## src/rtl/fb_pkg.sv

```systemverilog
`default_nettype none
// ============================================================================
//  Module      : fb_pkg
//  Description : Shared definitions for the framebuffer arbiter: default
//                pixel address/data widths, RAM address width helper, the
//                starvation counter width and the bank-swap FSM encoding.
//  Revision    : 1.0 - initial release
// ============================================================================
package fb_pkg;

    localparam int c_fb_addr_width     = 9;   // 8 lines x 64 cols per bank
    localparam int c_fb_data_width     = 24;  // RGB888
    localparam int c_fb_ram_addr_width = c_fb_addr_width + 1;  // + bank select
    localparam int c_wait_cnt_width    = 8;

    // Bank-swap FSM encoding
    typedef enum logic [0:0] {
        SWAP_IDLE    = 1'b0,
        SWAP_PENDING = 1'b1
    } swap_state_t;

    // RAM address width for a given per-bank pixel address width
    function automatic int ram_addr_width(input int addr_width);
        return addr_width + 1;
    endfunction

endpackage
`default_nettype wire

```

## src/rtl/fb_swap_ctrl.sv

```systemverilog
`default_nettype none
// ============================================================================
//  Module      : fb_swap_ctrl
//  Description : Front/back bank swap controller. A swap request is latched
//                and takes effect on the next frame-boundary strobe, toggling
//                the front bank and emitting a one-cycle done pulse.
//  Ports       : clk, rst        - clock, synchronous active-high reset
//                i_frame_clk     - frame-boundary strobe
//                i_swap_req      - swap request (merged while pending)
//                o_front_bank    - bank currently scanned out
//                o_swap_done     - one-cycle pulse after the swap
//  Revision    : 1.0 - initial release
// ============================================================================
module fb_swap_ctrl
    import fb_pkg::*;
(
    input  logic clk,
    input  logic rst,
    input  logic i_frame_clk,
    input  logic i_swap_req,
    output logic o_front_bank,
    output logic o_swap_done
);

    swap_state_t r_state;
    swap_state_t w_state_nxt;
    logic        r_front_bank;
    logic        r_swap_done;
    logic        w_swap_fire;

    always_ff @(posedge clk) begin
        if (rst) begin
            r_state      <= SWAP_IDLE;
            r_front_bank <= 1'b0;
            r_swap_done  <= 1'b0;
        end else begin
            r_state     <= w_state_nxt;
            r_swap_done <= w_swap_fire;
            if (w_swap_fire) begin
                r_front_bank <= ~r_front_bank;
            end
        end
    end

    // A request arriving together with a frame strobe in IDLE only arms the
    // swap; it fires on the following strobe. Requests while PENDING merge.
    always_comb begin
        w_state_nxt = r_state;
        w_swap_fire = 1'b0;
        case (r_state)
            SWAP_IDLE: begin
                if (i_swap_req) begin
                    w_state_nxt = SWAP_PENDING;
                end
            end
            SWAP_PENDING: begin
                if (i_frame_clk) begin
                    w_swap_fire = 1'b1;
                    w_state_nxt = SWAP_IDLE;
                end
            end
            default: begin
                w_state_nxt = SWAP_IDLE;
            end
        endcase
    end

    assign o_front_bank = r_front_bank;
    assign o_swap_done  = r_swap_done;

endmodule
`default_nettype wire

```

## src/rtl/fb_arbiter.sv

```systemverilog
`default_nettype none
// ============================================================================
//  Module      : fb_arbiter
//  Description : Shares a single-port, 1-cycle-latency framebuffer RAM between
//                the panel scan-out reader (priority) and a host pixel port.
//                A starvation counter forces a host slot after STARVE_LIMIT
//                consecutive stalled cycles.
//  Build macro : FB_DOUBLE_BUFFER_EN - enables front/back bank swapping on
//                frame_clk. When undefined both requesters share bank 0,
//                swap_req is ignored and swap_done stays 0.
//  Ports       : clk_in, reset          - clock, sync active-high reset
//                frame_clk, swap_req    - frame strobe, swap request
//                swap_done              - one-cycle swap pulse
//                scan_req/addr/gnt      - scan-out read request channel
//                scan_data(_valid)      - scan read return
//                host_valid/we/addr/wdata/ready - host request channel
//                host_rdata(_valid)     - host read return
//                ram_addr/we/wdata/rdata - RAM port (ram_addr MSB = bank)
//  Revision    : 1.0 - initial release
// ============================================================================
module fb_arbiter
    import fb_pkg::*;
#(
    parameter int ADDR_WIDTH   = c_fb_addr_width,
    parameter int DATA_WIDTH   = c_fb_data_width,
    parameter int STARVE_LIMIT = 4
) (
    input  logic                  clk_in,
    input  logic                  reset,
    input  logic                  frame_clk,
    input  logic                  scan_req,
    input  logic [ADDR_WIDTH-1:0] scan_addr,
    output logic                  scan_gnt,
    output logic [DATA_WIDTH-1:0] scan_data,
    output logic                  scan_data_valid,
    input  logic                  host_valid,
    input  logic                  host_we,
    input  logic [ADDR_WIDTH-1:0] host_addr,
    input  logic [DATA_WIDTH-1:0] host_wdata,
    output logic                  host_ready,
    output logic [DATA_WIDTH-1:0] host_rdata,
    output logic                  host_rdata_valid,
    input  logic                  swap_req,
    output logic                  swap_done,
    output logic [ADDR_WIDTH:0]   ram_addr,
    output logic                  ram_we,
    output logic [DATA_WIDTH-1:0] ram_wdata,
    input  logic [DATA_WIDTH-1:0] ram_rdata
);

    localparam int                          c_ram_aw       = ram_addr_width(ADDR_WIDTH);
    localparam logic [c_wait_cnt_width-1:0] c_starve_limit = c_wait_cnt_width'(STARVE_LIMIT);

    logic [c_wait_cnt_width-1:0] r_wait_cnt;
    logic [c_ram_aw-1:0]         r_ram_addr;
    logic [c_ram_aw-1:0]         w_ram_addr;
    logic                        r_scan_data_valid;
    logic                        r_host_rdata_valid;
    logic                        w_host_ready;
    logic                        w_scan_gnt;
    logic                        w_scan_bank;
    logic                        w_host_bank;
    logic                        w_swap_done;

    // ------------------------------------------------------------------
    // Bank mapping
    // ------------------------------------------------------------------
`ifdef FB_DOUBLE_BUFFER_EN
    logic w_front_bank;

    fb_swap_ctrl u_swap_ctrl (
        .clk          (clk_in),
        .rst          (reset),
        .i_frame_clk  (frame_clk),
        .i_swap_req   (swap_req),
        .o_front_bank (w_front_bank),
        .o_swap_done  (w_swap_done)
    );

    // Scan-out reads the front bank while the host draws into the back bank.
    assign w_scan_bank = w_front_bank;
    assign w_host_bank = ~w_front_bank;
`else
    logic w_unused;

    assign w_unused    = &{1'b0, swap_req, frame_clk};
    assign w_swap_done = 1'b0;
    assign w_scan_bank = 1'b0;
    assign w_host_bank = 1'b0;
`endif

    // ------------------------------------------------------------------
    // Arbitration: scan has priority unless the host has waited its limit.
    // Both grants are forced low during reset.
    // ------------------------------------------------------------------
    assign w_host_ready = !reset && host_valid &&
                          (!scan_req || (r_wait_cnt == c_starve_limit));
    assign w_scan_gnt   = !reset && scan_req && !w_host_ready;

    // The RAM address is presented in the grant cycle and held otherwise.
    always_comb begin
        w_ram_addr = r_ram_addr;
        if (w_host_ready) begin
            w_ram_addr = {w_host_bank, host_addr};
        end else if (w_scan_gnt) begin
            w_ram_addr = {w_scan_bank, scan_addr};
        end
    end

    always_ff @(posedge clk_in) begin
        if (reset) begin
            r_wait_cnt         <= '0;
            r_ram_addr         <= '0;
            r_scan_data_valid  <= 1'b0;
            r_host_rdata_valid <= 1'b0;
        end else begin
            r_ram_addr         <= w_ram_addr;
            r_scan_data_valid  <= w_scan_gnt;
            r_host_rdata_valid <= w_host_ready && !host_we;
            if (w_host_ready) begin
                r_wait_cnt <= '0;
            end else if (host_valid && (r_wait_cnt < c_starve_limit)) begin
                r_wait_cnt <= r_wait_cnt + 1'b1;
            end
        end
    end

    // ------------------------------------------------------------------
    // Outputs
    // ------------------------------------------------------------------
    assign scan_gnt         = w_scan_gnt;
    assign host_ready       = w_host_ready;
    assign ram_addr         = w_ram_addr;
    assign ram_we           = w_host_ready && host_we;
    assign ram_wdata        = host_wdata;
    assign scan_data        = ram_rdata;
    assign host_rdata       = ram_rdata;
    assign scan_data_valid  = r_scan_data_valid;
    assign host_rdata_valid = r_host_rdata_valid;
    assign swap_done        = w_swap_done;

endmodule
`default_nettype wire

```

## config.mk

```make
export PLATFORM = sky130hd
export DESIGN_NAME = fb_arbiter
export DESIGN_NICKNAME = d
export VERILOG_FILES = /design/src/rtl/fb_pkg.sv /design/src/rtl/fb_swap_ctrl.sv /design/src/rtl/fb_arbiter.sv
export SDC_FILE = /design/constraint.sdc
export NUM_CORES = 1
export LEC_CHECK = 0
export ABC_AREA = 1
export BUFFER_PORTS_ARGS = -buffer_cell sky130_fd_sc_hd__buf_2
export CAP_MARGIN = 20
export CORE_MARGIN = 4
export CORE_UTILIZATION = 32
export CTS_CLUSTER_DIAMETER = 50
export DETAILED_ROUTE_END_ITERATION = 10
export PLACE_DENSITY = 0.81
export SLEW_MARGIN = 20
export SYNTH_ARGS = -nofsm -noshare
export SYNTH_HDL_FRONTEND = slang
export SYNTH_HIERARCHICAL = 1
export SYNTH_SLANG_ARGS = --single-unit
```

## constraint.sdc

```tcl
create_clock -name clk_in -period 1.4 [get_ports clk_in]
set_input_delay 0.21 -clock clk_in [delete_from_list [all_inputs] [get_ports clk_in]]
set_output_delay 0.21 -clock clk_in [all_outputs]
set_load 0.01 [all_outputs]
```

# Word-level counts from Yosys, hierarchy flattened
# Cells that the tools add are included.
word_totals:
  regBits: 20
  latch_bits: 0
  ram_bits: 0
  romBits: 0
  in_bits: 73
  output_inout_bits: 88
  wordCells: 22
  memories: 0
classes:
  add_sub_neg: 1
  multipliers: 0
  div: 0
  magnitude_cmp: 1
  eq_ne: 1
  n_shift: 0
  mux: 2
  bitwise_logic: 0
  n_reduce_logical: 13
ops:
  columns: ["operator", "count"]
  rows:
  - ["10-bit 2-to-1 mux", 2]
  - ["8-bit by 1-bit adder with 8-bit output, second input constant", 1]
  - ["8-bit by 3-bit equality test with 1-bit output, second input constant", 1]
  - ["8-bit by 3-bit < comparator with 1-bit output, second input constant", 1]
  - ["1-bit logical AND", 7]
  - ["1-bit logical NOT", 4]
  - ["2-bit OR reduction", 1]
  - ["1-bit logical OR", 1]

# Longest topological paths before layout
# Gate-level depths: netlist (run 1).
depth:
  ltp_word: 7
  mapped_depth: 9
  mapped_depth_nobuf: 8

# Worst setup path before layout (run 1)
# No wires, ideal clock.
synth_path:
  path_type: "flip-flop to output port"
  start: "reg r_wait_cnt[0]"
  end: "out ram_addr[9]"
  t_arrival_ns: 1.326
  required_time_ns: 1.190
  path_slack_ns: -0.136
  path_stages_with_launch: 9
  path_buffers: 1
  cell_sequence: "dfxtp_1 -> inv_1 -> ha_1 -> nand3_2 -> o21ai_4 -> nand2_4 -> buf_6 -> inv_1 -> nor2_1"
synth_via:
  elab_chain_len: 7
synth_rtl:
  columns: ["item", "line", "text"]
  rows:
  - ["start: declaration", "fb_arbiter.sv:54", "logic [c_wait_cnt_width-1:0] r_wait_cnt;"]
  - ["start signal: assignment", "fb_arbiter.sv:123", "r_wait_cnt <= r_wait_cnt + 1'b1;"]
  - ["8-bit by 3-bit equality test with 1-bit output (*)", "fb_arbiter.sv:97", "(!scan_req || (r_wait_cnt == c_starve_limit));"]
  - ["1-bit logical OR (*)", "fb_arbiter.sv:97", null]
  - ["1-bit logical AND (*)", "fb_arbiter.sv:96", "assign w_host_ready = !reset && host_valid &&"]
  - ["net host_ready", "fb_arbiter.sv:40", "output logic host_ready,"]
  - ["1-bit logical NOT", "fb_arbiter.sv:98", "assign w_scan_gnt = !reset && scan_req && !w_host_ready;"]
  - ["1-bit logical AND", "fb_arbiter.sv:98", null]
  - ["10-bit 2-to-1 mux", "fb_arbiter.sv:105", "end else if (w_scan_gnt) begin"]
  - ["10-bit 2-to-1 mux (*)", "fb_arbiter.sv:103", "if (w_host_ready) begin"]
  - ["end: declaration", "fb_arbiter.sv:45", "output logic [ADDR_WIDTH:0] ram_addr,"]
# The timed path passes the listed nets; every way through them passes the cells marked *.

# Final worst setup path (run 1)
layout_path:
  start: "reg r_wait_cnt[1]"
  end: "out ram_addr[5]"
layout_via:
  elab_chain_len: 7
layout_rtl:
  columns: ["item", "line"]
  rows:
  - ["8-bit by 3-bit equality test with 1-bit output (*)", "fb_arbiter.sv:97"]
  - ["1-bit logical OR (*)", "fb_arbiter.sv:97"]
  - ["1-bit logical AND (*)", "fb_arbiter.sv:96"]
  - ["1-bit logical NOT", "fb_arbiter.sv:98"]
  - ["1-bit logical AND", "fb_arbiter.sv:98"]
  - ["10-bit 2-to-1 mux", "fb_arbiter.sv:105"]
  - ["10-bit 2-to-1 mux (*)", "fb_arbiter.sv:103"]
# Every way passes the cells marked *; elsewhere a longest branch is shown, timed or not.

==> results.cfg, run 1 <==
[outcome]
status = finished, violations left
failed_checks = setup timing

[detailed_routing]
wl_per_cell_microns = 11.2
viasPerCell = 4.07
drt_iter0_markers = 42
finalWirelength_microns = 3060
drc = 0
ant_nets = 0
route.vias.total = 1114
drt_pass1_iterations = 4

[sta]
post-route-min-period_ns = 1.76
tns_ns = -4.34
fin_ws_ns = -0.362
hold_violations = 0
rsz0062_at_grt = yes
holdWs_ns = 0.108
fin_crit_sh = 1.26
finalSetupViolCount = 14
fmax_ghz = 0.568
skew_ns = 0.00271
slew_viol_final = 0

[finish]
final_cell_mix = 36 x buf_2, 33 x nand2_1, 29 x inv_1
fill_cells = 556
nets = 283
final_common_cell = buf_2
seqCellArea_sq_um = 402
drive_above_1_share = 0.362
multi_input_area_sq_um = 465
area_growth_pct = -7.10
antenna_cells = 0
fin_util = 0.310
instances_no_fill = 274

[global_route]
grt_pass1_vias = 1089
grt_pass1_wl_microns = 4910
grtUsageMet1 = 0.107
overflow = 0
antenna_found_initial = 0
grt.met2_usage = 0.170
grt_busiest_layer = met2
grt_use_met3 = 0.0436
grt_usage = 0.103
grt_max_degree = 15

[placement]
dp_hpwl_microns = 2360
placed_cells = 270
gp_congestion = 0.730
io_buffers = 37

[worst_setup_path]
ff2ff_path_depth = 7
arrival_ns = 1.55
crit_chain = inv_2 -> ha_4 -> nand3_4 -> o21ai_4 -> nand2_4 -> nand2_1 -> nand2_1 -> inv_2 -> buf_2
r2r_end = r_wait_cnt[1]$_SDFFE_PP0P_
cp_num_buf_inv = 3
slowest_delay_ns = 0.34
timing.rr.start = r_wait_cnt[1]$_SDFFE_PP0P_
worstSetupEndpointType = primary output
reg2reg_setup_slack_ns = -0.01
critPathLaunchType = flop
slowest_stage = dfxtp_2
cp.required_ns = 1.19
worstSetupPathType = flop to primary output
crit_family = simple AND/OR/NAND/NOR gates
crit_path_max_fanout = 14

[pwr]
ir_drop_v = 0.000400
p_leak_nw = 0.833
power_density_nw_per_um2 = 1020
power.total_mw = 1.50

[worst_hold_path]
hold_class = input pin to flop
worstHoldStart = host_we
holdPathStages = 2
hold_end = host_rdata_valid$_SDFF_PP0_

[flow_run]
drv_cap = 0

[clock_network]
root_buffer = clkbuf_8
clkTransAtPathRegs_ns = 0.08
cts-htree-levels = 1
cts_made_buffers = 3
tritoncts = built
cts_setup_buffers = 0
clkLatencyLatePin_ns = 0.26
cts_hold_buf = 0
clockBufferDepth = 2
cts.sink_count = 20

[floorplan]
io_pins = 161
fp-row-count = 25
die_x_microns = 78.4
core_area_sq_um = 4750
initial_utilization = 0.333
die-area_sq_um = 6140
dieHeight_microns = 78.4

[synthesis]
synth_cell_type_count = 20
yosysWarnings = 6
avgSynthCellArea_sq_um = 6.92
yosysSeqAreaShare = 0.253
ys_seq_elements = 20
synthCells = 229
synth_area_sq_um = 1590
synth_fp_nets = 304
[area by class of cell]
class                      instances  area share
clock buffer                       3      0.0280
multi-input combinational         93       0.316
sequential                        20       0.273
clock inverter                     1      0.0204
tap                               67      0.0569
inverter                          39      0.0994
timing repair buffer              51       0.206
[worst register-to-register path, stage by stage (launching register included)]
cell and delay [ns]:
dfxtp_2 0.34, inv_2 0.07, ha_4 0.14, nand3_4 0.06, o21ai_4 0.18, nand2_4 0.16, nand2_1 0.25, nor2_1 0.09
[repair_timing]
item	CTS	global route
gates resized for setup	2	4
pin swaps	0	1
setup endpoints to repair	14	26
[worst max path at each step]
stage | to | depth (start not counted) | startpoint | slack [ns]
CTS | ram_addr[1] | 9 | r_wait_cnt[1]$_SDFFE_PP0P_ | -0.38
floorplan | ram_addr[3] | 9 | r_wait_cnt[1]$_SDFFE_PP0P_ | -0.02
global route | ram_addr[5] | 9 | r_wait_cnt[1]$_SDFFE_PP0P_ | -0.50
finish | ram_addr[5] | 9 | r_wait_cnt[1]$_SDFFE_PP0P_ | -0.36
detailed placement | ram_addr[3] | 9 | r_wait_cnt[1]$_SDFFE_PP0P_ | -0.08
global placement | ram_addr[3] | 9 | r_wait_cnt[1]$_SDFFE_PP0P_ | -0.06
[layer usage]
metal	vias up	share of wire
met4	0	0.045
met5	-	0
met2	51	0.45
li1	554	-
met3	25	0.10
met1	484	0.40
[metrics by stage]
stage,setup slack (ns),instance area [sq um]
after floorplan,-0.0198,1600
after global placement,-0.0592,1380
after detailed placement,-0.0828,1380
after CTS,-0.376,1460
after global routing,-0.496,1470
final,-0.362,1470
[cells by family after synthesis]
logic type                 synth area share
AOI/OAI and AO/OA                    0.0292
xor gates and xnor gates            0.00553
adders and majority gates            0.0158
buffers and inverters                 0.471
DFF                                   0.253
other                               0.00237
and+or+nand+nor                       0.223
[where the power goes]
part	internal [mW]	total (mW)	switching [mW]	leakage, nW
Sequential	0.597	0.607	0.0104	0.164
Clock	0.382	0.581	0.199	0.0357
Combinational	0.147	0.317	0.170	0.634
Total	1.13	1.50	0.380	0.833
[state kept, by name, summed over array words and instances, names as in the netlist]
register,cells
host_rdata_valid,1
r_ram_addr,10
r_wait_cnt,8
scan_data_valid,1
[cells in the mapped netlist]
cell / count / area (sq um)
nand3_1: 14 / 70.1
nand2_1: 35 / 131
inv_1: 38 / 143
buf_4: 73 / 548
dfxtp_1: 20 / 400
nand2_4: 1 / 11.3
buf_6: 1 / 11.3
xor2_1: 1 / 8.76
clkinv_1: 1 / 3.75
nand2_2: 2 / 12.5
nor2_4: 1 / 11.3
nor2_1: 27 / 101
conb_1: 1 / 3.75
nand3_2: 1 / 10.0
a21oi_1: 2 / 10.0
clkbuf_8: 3 / 41.3
o21ai_0: 4 / 20.0
o21ai_4: 1 / 16.3
nand4_1: 1 / 6.26
ha_1: 2 / 25.0
No activity file was read; power rests on OpenSTA's default activity.
==> run 2: changes to the inputs <==
REMOVE_ABC_BUFFERS = 1   (was default)
==> run 2 against run 1 <==
Effect of this change:
- the flow still finishes with violations (setup timing)
- sequential power hardly changed
- clock-buffer cell count stayed put
- global-route usage is 14 points higher
- critical path depth stayed put
- critical endpoint is now ram_addr[6]
- first-iteration DRC count is 21% lower
- clock power is 35% lower
- cell count is 6.9% higher
- setup slack worse by 0.066 ns
- largest cell class unchanged
==> results.cfg, run 2 (synthesis results as in run 1) <==
[pwr]
p_leak_nw = 0.950
ir_drop_v = 0.000461
p_comb_frac = 0.329
p_switching_mw = 0.431
power_density_nw_per_um2 = 826
clkPwrFrac = 0.258
p_int_mw = 1.04
seqPwrFrac = 0.412
power_switching_share = 0.293
power.total_mw = 1.47

[floorplan]
core_area_sq_um = 4750
die_x_microns = 78.4
initial_utilization = 0.333
dieHeight_microns = 78.4
die-area_sq_um = 6140
fp-row-count = 25
io_pins = 161

[worst_setup_path]
cp.required_ns = 1.19
worstSetupPathType = flop to primary output
crit_chain = inv_2 -> ha_4 -> nand3_4 -> o21ai_4 -> nand2_4 -> nand2_2 -> nand2_2 -> inv_1 -> buf_2
arrival_ns = 1.62
crit_top_cell = nand2_2
critPathLaunchType = flop
slowest_stage = dfxtp_2
crit_path_max_fanout = 6
slowest_delay_ns = 0.33
worstSetupEndpointType = primary output

[detailed_routing]
drt_iter0_markers = 33
route.vias.total = 1310
drt_pass1_iterations = 4
ant_nets = 0
wl_per_cell_microns = 26.0
drc = 0
viasPerCell = 4.47
finalWirelength_microns = 7610

[global_route]
grt_max_degree = 18
antenna_found_initial = 0
grt_usage = 0.246
overflow = 0
grt_pass1_wl_microns = 10200
grt_pass1_vias = 1305

[clock_network]
tritoncts = built
cts.sink_count = 20
root_buffer = clkbuf_8
clkLatencyLatePin_ns = 0.26
clkTransAtPathRegs_ns = 0.08
cts_hold_buf = 0
cts_made_buffers = 3
clockBufferDepth = 2
cts-htree-levels = 1

[sta]
post-route-min-period_ns = 1.83
hold_violations = 0
fin_ws_ns = -0.428
slew_viol_final = 0
fmax_ghz = 0.547
rsz0062_at_grt = yes
skew_ns = 0.00542
tns_ns = -8.74
fin_crit_sh = 1.31
finalSetupViolCount = 31

[outcome]
status = finished, violations left
failed_checks = setup timing

[finish]
top_register = r_ram_addr
final_cell_mix = 33 x buf_2, 32 x inv_1, 21 x nand2_1
largest_reg_flops = 10
final_common_cell = buf_2
drive_above_1_share = 0.527
area_growth_pct = 12.3
largestRegisters = r_ram_addr (10), r_wait_cnt (8)
antenna_cells = 0
nets = 303

[placement]
io_buffers = 37
dp_hpwl_microns = 6160
gp_congestion = 0.861

[worst_hold_path]
hold_class = input pin to flop

[flow_run]
drv_cap = 0
[run 2: cell count changes in the layout (fill, tap and decap cells not counted), sizes merged]
cell,change
nand2,+1
buf,+19
bufinv,-1
[run 2: path summary, 6_finish.rpt]
path | start | end | slack, ns | cells after the start
worst min-delay path | host_we | host_rdata_valid$_SDFF_PP0_ | 0.12 | 2
worst max register to register | r_wait_cnt[1]$_SDFFE_PP0P_ | r_ram_addr[8]$_SDFF_PP0_ | -0.39 | 12
worst max-delay path | r_wait_cnt[1]$_SDFFE_PP0P_ | ram_addr[6] | -0.43 | 9
worst min register to register | r_wait_cnt[6]$_SDFFE_PP0P_ | r_wait_cnt[6]$_SDFFE_PP0P_ | 0.43 | 2
[run 2: stage by stage]
| stage | cells | hold slack [ns] | worst slack (ns) | area [sq um] | utilization |
|---|---|---|---|---|---|
| 2_1_floorplan | 152 | 0.282 | -0.0724 | 985 | - |
| 4_1_cts | 298 | 0.114 | -0.393 | 1730 | 0.364 |
| 6_report | 293 | 0.117 | -0.428 | 1780 | 0.374 |
| 3_5_place_dp | 271 | 0.389 | -0.146 | 1370 | 0.287 |
| 3_3_place_gp | 271 | 0.385 | -0.114 | 1370 | 0.287 |
| 5_1_grt | 293 | 0.119 | -0.515 | 1780 | 0.374 |
[run 2: power groups by stage]
stage / clock, mW / sequential, mW / combinational, mW
2_1_floorplan: 0 / 0.617 / 0.149
3_3_place_gp: 0 / 0.616 / 0.292
3_5_place_dp: 0 / 0.617 / 0.298
4_1_cts: 0.387 / 0.606 / 0.450
5_1_grt: 0.414 / 0.609 / 0.533
6_report: 0.380 / 0.606 / 0.484
[run 2: critical path: cells and delay by family (launching register included)]
| family | cells | cell delay [ns] |
|---|---|---|
| adders and majority gates | 1 | 0.15 |
| buffers and inverters | 3 | 0.25 |
| and+or+nand+nor | 4 | 0.39 |
| DFF | 1 | 0.33 |
| AOI/OAI and AO/OA | 1 | 0.25 |
[run 2: area by class of cell]
type	count	area, sq um
clock buffer	3	41.3
fill	501	2970
inverter	39	146
multi-input combinational	94	596
sequential	20	403
tap	67	83.8
timing repair buffer	70	510
[run 2: what timing repair did]
item,4_1_cts,5_1_grt
resized for setup,38,30
endpoints found under the setup margin,28,32
buffers inserted,26,5
cloned,1,0
pin swaps,17,10
[run 2: routing by layer]
layer	vias to the layer above	part of all wire	GRT usage
met2	144	0.47	0.402
li1	594	-	-
met3	6	0.25	0.275
met5	-	0.0054	0.0545
met4	2	0.0050	0.0367
met1	564	0.27	0.200
==> run 3: changes to the inputs <==
SKIP_CTS_REPAIR_TIMING = 1   (was default)
==> run 3 against run 2 <==
Effect of this change:
- the flow still finishes with violations (setup timing)
- via count decreased by 3.4%
- setup slack worse by 0.0070 ns
- die area unchanged
- flip-flop and latch count is the same
- total power decreased by 4.9%
- clock skew is 0.00051 ns lower
- fmax decreased by 0.38%
- design area down 8.2%
- cell count is 4.1% lower
- combinational power down 14%
==> results.cfg, run 3 (synthesis results as in run 1) <==
[global_route]
grt_pass1_wl_microns = 9140
antenna_found_initial = 0
grt_pass1_vias = 1097
grt_max_degree = 18
overflow = 0
grt_usage = 0.226

[worst_setup_path]
worstSetupPathType = flop to primary output
crit_path_max_fanout = 5
worstSetupEndpointType = primary output
arrival_ns = 1.62
cp.required_ns = 1.19
critPathLaunchType = flop

[worst_hold_path]
hold_class = input pin to flop

[detailed_routing]
drt_iter0_markers = 26
drc = 0
route.vias.total = 1265
viasPerCell = 4.50
finalWirelength_microns = 7440
ant_nets = 0
drt_pass1_iterations = 4
wl_per_cell_microns = 26.5

[finish]
top_register = r_ram_addr
final_cell_mix = 33 x buf_2, 31 x inv_1, 21 x nand2_1
fill_cells = 519
area_growth_pct = 3.16
multi_input_area_sq_um = 556
instances_no_fill = 281
final_common_cell = buf_2
largest_reg_flops = 10
antenna_cells = 0
largestRegisters = r_ram_addr (10), r_wait_cnt (8)
nets = 291
drive_above_1_share = 0.472
seqCellArea_sq_um = 403
postLayoutCellArea_sq_um = 1640

[sta]
holdWs_ns = 0.120
rsz0062_at_grt = yes
hold_violations = 0
fmax_ghz = 0.545
finalSetupViolCount = 30
post-route-min-period_ns = 1.83
tns_ns = -7.94
slew_viol_final = 0
skew_ns = 0.00490
fin_crit_sh = 1.31
fin_ws_ns = -0.435

[placement]
gp_congestion = 0.861
placed_cell_area_sq_um = 1370
dp_hpwl_microns = 6160
io_buffers = 37
placed_cells = 271

[pwr]
power.total_mw = 1.40
power_density_nw_per_um2 = 856
p_leak_nw = 0.881
ir_drop_v = 0.000428

[floorplan]
initial_utilization = 0.333
fp-row-count = 25
die-area_sq_um = 6140
io_pins = 161
die_x_microns = 78.4
core_area_sq_um = 4750
dieHeight_microns = 78.4

[clock_network]
cts_made_buffers = 3
tritoncts = built
clkLatencyLatePin_ns = 0.26
cts.sink_count = 20
cts-htree-levels = 1
clockBufferDepth = 2
clkTransAtPathRegs_ns = 0.07
root_buffer = clkbuf_8

[outcome]
status = finished, violations left
failed_checks = setup timing

[flow_run]
drv_cap = 0
-- run 3: cell types whose count changed in the layout (fill, tap and decap cells not counted), sizes merged --
cell  change
buf      -12
-- run 3: path summary, 6_finish.rpt --
path,startpoint,end,slack [ns],cells past startpoint
setup / recovery,r_wait_cnt[0]$_SDFFE_PP0P_,ram_addr[1],-0.43,9
hold / removal,host_we,host_rdata_valid$_SDFF_PP0_,0.12,2
setup reg to reg,r_wait_cnt[0]$_SDFFE_PP0P_,r_wait_cnt[1]$_SDFFE_PP0P_,-0.29,11
hold reg to reg,r_wait_cnt[6]$_SDFFE_PP0P_,r_wait_cnt[6]$_SDFFE_PP0P_,0.43,2
-- run 3: critical path, cell delays in order (launching register included) --
cell and delay [ns]:
dfxtp_2 0.33, inv_2 0.07, ha_4 0.15, nand3_4 0.06, o21ai_4 0.25, buf_6 0.17
nand3_1 0.07, nand2_2 0.10, inv_2 0.05, buf_6 0.11
-- run 3: stage by stage --
step                setup slack [ns]  utilization
CTS                           -0.432        0.296
floorplan                    -0.0724            -
finish                        -0.435        0.344
detailed placement            -0.146        0.287
global route                  -0.516        0.344
global placement              -0.114        0.287
-- run 3: report_power, final --
part	switching [mW]	total [mW]	internal, mW
clock	0.186	0.378	0.192
combinational	0.214	0.415	0.201
sequential	0.00899	0.606	0.597
-- run 3: final cells by class --
class	instances	share of cell area
multi-input cells	94	0.340
repair buffers	58	0.248
flip-flops and latches	20	0.246
inverters	39	0.0895
well taps	67	0.0513
clock buffers	3	0.0252
-- run 3: per-layer routing --
layer | track usage | wire (microns) | vias up
li1 | - | - | 572
met1 | 0.176 | 2000 | 542
met2 | 0.348 | 3470 | 145
met3 | 0.280 | 1900 | 4
met4 | 0.0524 | 36 | 2
met5 | 0.0545 | 41 | -
